<file path="src/rtl/rf_write_arbiter.sv">
// Three-way round-robin register-file write arbiter: combinational grant, 1-cycle registered write.
// Requesters hold valid/addr/data until granted; at most one transfer per cycle, no bubbles.
module rf_write_arbiter #(
    parameter int DATA_W = 32,
    parameter int ADDR_W = 6
) (
    input  logic                  clk,
    input  logic                  reset,
    input  logic [2:0]            req_valid,
    input  logic [3*ADDR_W-1:0]   req_addr,
    input  logic [3*DATA_W-1:0]   req_data,
    output logic [2:0]            req_ready,
    output logic                  rf_we,
    output logic [ADDR_W-1:0]     rf_waddr,
    output logic [DATA_W-1:0]     rf_wdata,
    output logic [1:0]            rf_wsrc,
    output logic [7:0]            conflict_cnt
);

    logic [1:0]        ptr;
    logic [1:0]        win;
    logic              xfer;
    logic              contended;
    logic [ADDR_W-1:0] sel_addr;
    logic [DATA_W-1:0] sel_data;
    logic [1:0]        ptr_next;

    // Search order starts at ptr and wraps modulo 3.
    always_comb begin
        req_ready = 3'b000;
        if (!reset) begin
            case (ptr)
                2'd1: begin
                    if      (req_valid[1]) req_ready = 3'b010;
                    else if (req_valid[2]) req_ready = 3'b100;
                    else if (req_valid[0]) req_ready = 3'b001;
                end
                2'd2: begin
                    if      (req_valid[2]) req_ready = 3'b100;
                    else if (req_valid[0]) req_ready = 3'b001;
                    else if (req_valid[1]) req_ready = 3'b010;
                end
                default: begin
                    if      (req_valid[0]) req_ready = 3'b001;
                    else if (req_valid[1]) req_ready = 3'b010;
                    else if (req_valid[2]) req_ready = 3'b100;
                end
            endcase
        end
    end

    always_comb begin
        win      = 2'd0;
        sel_addr = req_addr[0 +: ADDR_W];
        sel_data = req_data[0 +: DATA_W];
        ptr_next = 2'd1;
        if (req_ready[1]) begin
            win      = 2'd1;
            sel_addr = req_addr[ADDR_W +: ADDR_W];
            sel_data = req_data[DATA_W +: DATA_W];
            ptr_next = 2'd2;
        end else if (req_ready[2]) begin
            win      = 2'd2;
            sel_addr = req_addr[2*ADDR_W +: ADDR_W];
            sel_data = req_data[2*DATA_W +: DATA_W];
            ptr_next = 2'd0;
        end
    end

    assign xfer      = |req_ready;
    assign contended = (req_valid[0] & req_valid[1]) |
                       (req_valid[0] & req_valid[2]) |
                       (req_valid[1] & req_valid[2]);

    always_ff @(posedge clk) begin
        if (reset) begin
            ptr          <= 2'd0;
            rf_we        <= 1'b0;
            rf_waddr     <= '0;
            rf_wdata     <= '0;
            rf_wsrc      <= 2'd0;
            conflict_cnt <= 8'd0;
        end else begin
            rf_we <= 1'b0;
            if (xfer) begin
                ptr      <= ptr_next;
                // Register 0 is hardwired to zero: accept the write but suppress the enable.
                rf_we    <= (sel_addr != '0);
                rf_waddr <= sel_addr;
                rf_wdata <= sel_data;
                rf_wsrc  <= win;
            end
            if (contended && conflict_cnt != 8'hFF) begin
                conflict_cnt <= conflict_cnt + 8'd1;
            end
        end
    end

endmodule

</file>
<file path="config.mk">
export PLATFORM = sky130hd
export DESIGN_NAME = rf_write_arbiter
export DESIGN_NICKNAME = d
export VERILOG_FILES = /design/src/rtl/rf_write_arbiter.sv
export SDC_FILE = /design/constraint.sdc
export NUM_CORES = 1
export LEC_CHECK = 0
export CAP_MARGIN = 20
export CORE_MARGIN = 4
export CORE_UTILIZATION = 33
export CTS_CLUSTER_DIAMETER = 60
export DETAILED_ROUTE_END_ITERATION = 16
export PLACE_DENSITY = 0.84
export REMOVE_ABC_BUFFERS = 1
export SYNTH_ARGS = -nofsm -noshare
export SYNTH_HDL_FRONTEND = slang
export SYNTH_SLANG_ARGS = --single-unit
</file>
<file path="constraint.sdc">
create_clock -name clk -period 2.1 [get_ports clk]
set_input_delay 0.315 -clock clk [delete_from_list [all_inputs] [get_ports clk]]
set_output_delay 0.315 -clock clk [all_outputs]
set_load 0.02 [all_outputs]
</file>
# Yosys cells after proc, flatten, opt, wreduce, memory -nomap -nowiden
# Index checks and enable logic that the tools add are counted.
[word_totals]
ff_bits = 51
word_cells = 39
[op_classes]
add_sub_neg = 1
n_eq_ne = 3
reduce_logical = 4
n_mux = 19
bitwise = 6
[ops]
columns = ["cell", "count"]
rows = [
  ["32-bit two-way mux", 2],
  ["3-bit two-way mux", 7],
  ["6-bit two-way mux", 2],
  ["2-bit two-way mux", 5],
  ["8-bit by 1-bit adder with 8-bit output, second input constant", 1],
  ["8-bit != test, second input constant", 1],
  ["3-bit case mux with 2 select lines", 1],
  ["6-bit nonzero test", 1],
  ["1-bit AND", 3],
  ["3-bit OR reduction", 1],
  ["2-bit by 1-bit equality test with 1-bit output, second input constant", 1],
  ["2-bit equality test, second input constant", 1],
  ["1-bit two-way mux", 2],
  ["1-bit OR", 2],
  ["2-bit OR reduction", 1],
  ["1-bit logical AND", 1],
  ["1-bit inverter", 1],
]

# Depth between registers and ports, before layout
[depth]
word_depth = 8
depth_mapped = 10

# Worst setup path before layout
# No wires, ideal clock.
[synth_timing]
kind = "flip-flop to output port"
start = "register, netlist name rf_wsrc[0]"
end = "output req_ready[1]"
setup_slack_ns = -0.041
path_stages_with_launch = 9
arrival_ns = 1.826
cell_sequence = "dfxtp_1 inv_1 ha_1 nor2b_1 o311ai_4 inv_4 buf_6 buf_2 buf_4"
[synth_rtl]
columns = ["element", "line", "text"]
rows = [
  ["end, declared", "12", "output logic [2:0] req_ready,"],
]

==> metrics.txt <==
status=completed; fmax=0.477 GHz; worst skew pair latency=0.29 ns; critical path capture point type=flip-flop; GRT Util Overall=17.9%; Pwr Total=3.65 mW; Remaining DRCs=0; RSZ-0062 raised after global routing=true; Post-DP Area=4620 um2; Clk pin slew, worst setup/hold paths=0.09 ns; Slew @ Worst Pin=0.353 ns; DP Wirelength=7.03 mm; period utilization=99.8%; antenna cells=0; WHS=0.483 ns; Critical Path Fanout Max=7; Initial Util=34.4%; CTS Sinks=50; worst hold-check path type=reg -> reg; Non-Filler Instances=585; top-area cell type share of the netlist area=37.1%; critical path required time=2.29 ns; clock skew=0.00372 ns; 1st-iter DRT viols=47; Num CTS Buffers=5; cts hold-fix bufs=0; Avg Vias per Cell=5.02; vias in the first global route=3056; placed cell count=569; final instance area=4970 um2; Yosys cell types=39; Worst Setup Start Kind=flip-flop; largest net degree at the start of global routing=29; IO Pins=171; Setup Viol. Count Final=0; Worst Setup Path Type=reg -> reg; Final Max Slew Viols=0; Die X=98.5 um; H-tree depth=2; Tmin final=2.10 ns; row cnt=32; final wirelength=9.75 mm; Core Area=7850 um2; WP data arrival=2.28 ns; most frequent cells in the layout=clkdlybuf4s50_1, dfxtp_1, nand2_1; layout net count=605; Slew Limit Headroom=76.4%; Post-Synthesis Cells=292; synth warn=0; WL/cell=16.7 um; Lkg Pwr=2.14 nW; CTS tree=built; synth top area cells=dfxtp_1, mux2i_1, a22o_1; maximum vdd drop=0.297 mV; syn_area_per_cell=9.25 um2; pwr dens=734 nW/um2; root buf cell=clkbuf_8; R2R Setup Slk=0.004 ns; remaining antenna violation count after routing=0; maximum clock path buffer count=2; die height=98.5 um; GPL Wtd Cong=0.837; Hold Fails Final Rpt=0; commonest non-fill, non-tap cell in the layout=clkdlybuf4s50_1; antenna violations before repair=0; sequential share of the synthesized area=37.1%; max_cap viols=0; global-route wire length before repair=14.2 mm; fraction of layout cells with a size suffix above 1=13.5%; total number of vias=2939; Synth Register Bits=50; die area=9690 um2; count of buffers from port buffering=170; area delta synth->final=84.2%; Remaining Overflow, GRT=0; synthesized area=2700 um2; DRT Pass-1 Iters=6; Synth area leader=dfxtp_1
## timing repair
action / in CTS / in global routing
pin swaps: 2 / 4
endpoints found under the setup margin: 42 / 39
resized for setup: 17 / 18
buffers inserted: 3 / 1
gates cloned: 2 / 4
## registers in the layout, summed over array words and instances, names as in the netlist
| signal | count |
|---|---|
| ptr | 1 |
| conflict_cnt | 8 |
| rf_wsrc | 2 |
| rf_waddr | 6 |
| rf_wdata | 32 |
| rf_we | 1 |
## Yosys cell counts (all sizes together)
library cell and number:
a2111oi 1, a221oi 1, nand2 42, o21a 1, nor2b 5, o41a 1, a22o 36, nor2 13
mux2i 38, xor2 6, nor3 1, nor4 2, dfxtp 50, buf 18, a211oi 1, a21oi 2
nor3b 1, inv 6, or4 1, a21o 1, a31oi 1, nand4 5, nand3 1, clkbuf 5
and4 1, o311ai 2, and3 3, ha 3, o21ba 1, mux2 1, xnor2 1, o211ai 1
a2bb2oi 1, o21ai 39
## logic make-up after synthesis
family                     Yosys count  share of synthesized area, %
AOI/OAI and AO/OA                   89                          24.6
and+or+nand+nor                     75                          12.8
DFF                                 50                          37.1
muxes                               39                          14.6
buffers and inverters               29                          7.23
xor gates and xnor gates             7                          2.27
adders and majority gates            3                          1.39
## worst max-delay path: stages (launching register included)
cell and delay [ns]:
dfxtp_2 0.35, inv_2 0.04, ha_4 0.24, nor2b_4 0.14, o311ai_4 0.37, inv_4 0.08
buf_6 0.15, nor2_4 0.12, nand2_4 0.13, clkbuf_16 0.19, a22o_1 0.18
## area by class of cell
type	count	area [um2]
timing repair buffer	207	2140
sequential	50	1000
fill	658	2880
tap	102	128
multi-input combinational	213	1570
clock buffer	6	82.6
inverter	6	25.0
clock inverter	1	30.0
## power breakdown
part / total (mW) / leakage (nW) / internal, mW / switching (mW)
sequential: 1.25 / 0.414 / 1.14 / 0.108
clock: 0.674 / 0.0573 / 0.381 / 0.292
combinational: 1.73 / 1.67 / 0.957 / 0.773
total: 3.65 / 2.14 / 2.48 / 1.17
## metrics by stage
step                      setup WS (ns)  setup TNS (ns)  util, %
after floorplan                   -1.96          -75.93        -
after global placement           -0.168           -4.03     58.8
after detailed placement         -0.217           -6.73     58.8
after CTS                        0.0179               0     62.0
after global routing            -0.0553           -1.01     63.4
final                           0.00387               0     63.4
## metal layers
| metal | routed length [um] | GRT usage [%] | vias to the layer above |
|---|---|---|---|
| li1 | - | - | 1442 |
| met1 | 3770 | 19.7 | 1358 |
| met2 | 5040 | 32.7 | 125 |
| met3 | 765 | 5.94 | 14 |
| met4 | 165 | 5.15 | 0 |
| met5 | 0 | 0 | - |
## path summary, 6_finish.rpt
path	from	endpoint	cells past startpoint
worst min-delay path	rf_wdata[8]	rf_wdata[8]	1
worst max-delay path	rf_wsrc[0]	rf_wdata[31]	10
worst min register to register	rf_wdata[8]	rf_wdata[8]	1
worst max register to register	rf_wsrc[0]	rf_wdata[31]	10
Power figures use the tool's default switching activity.
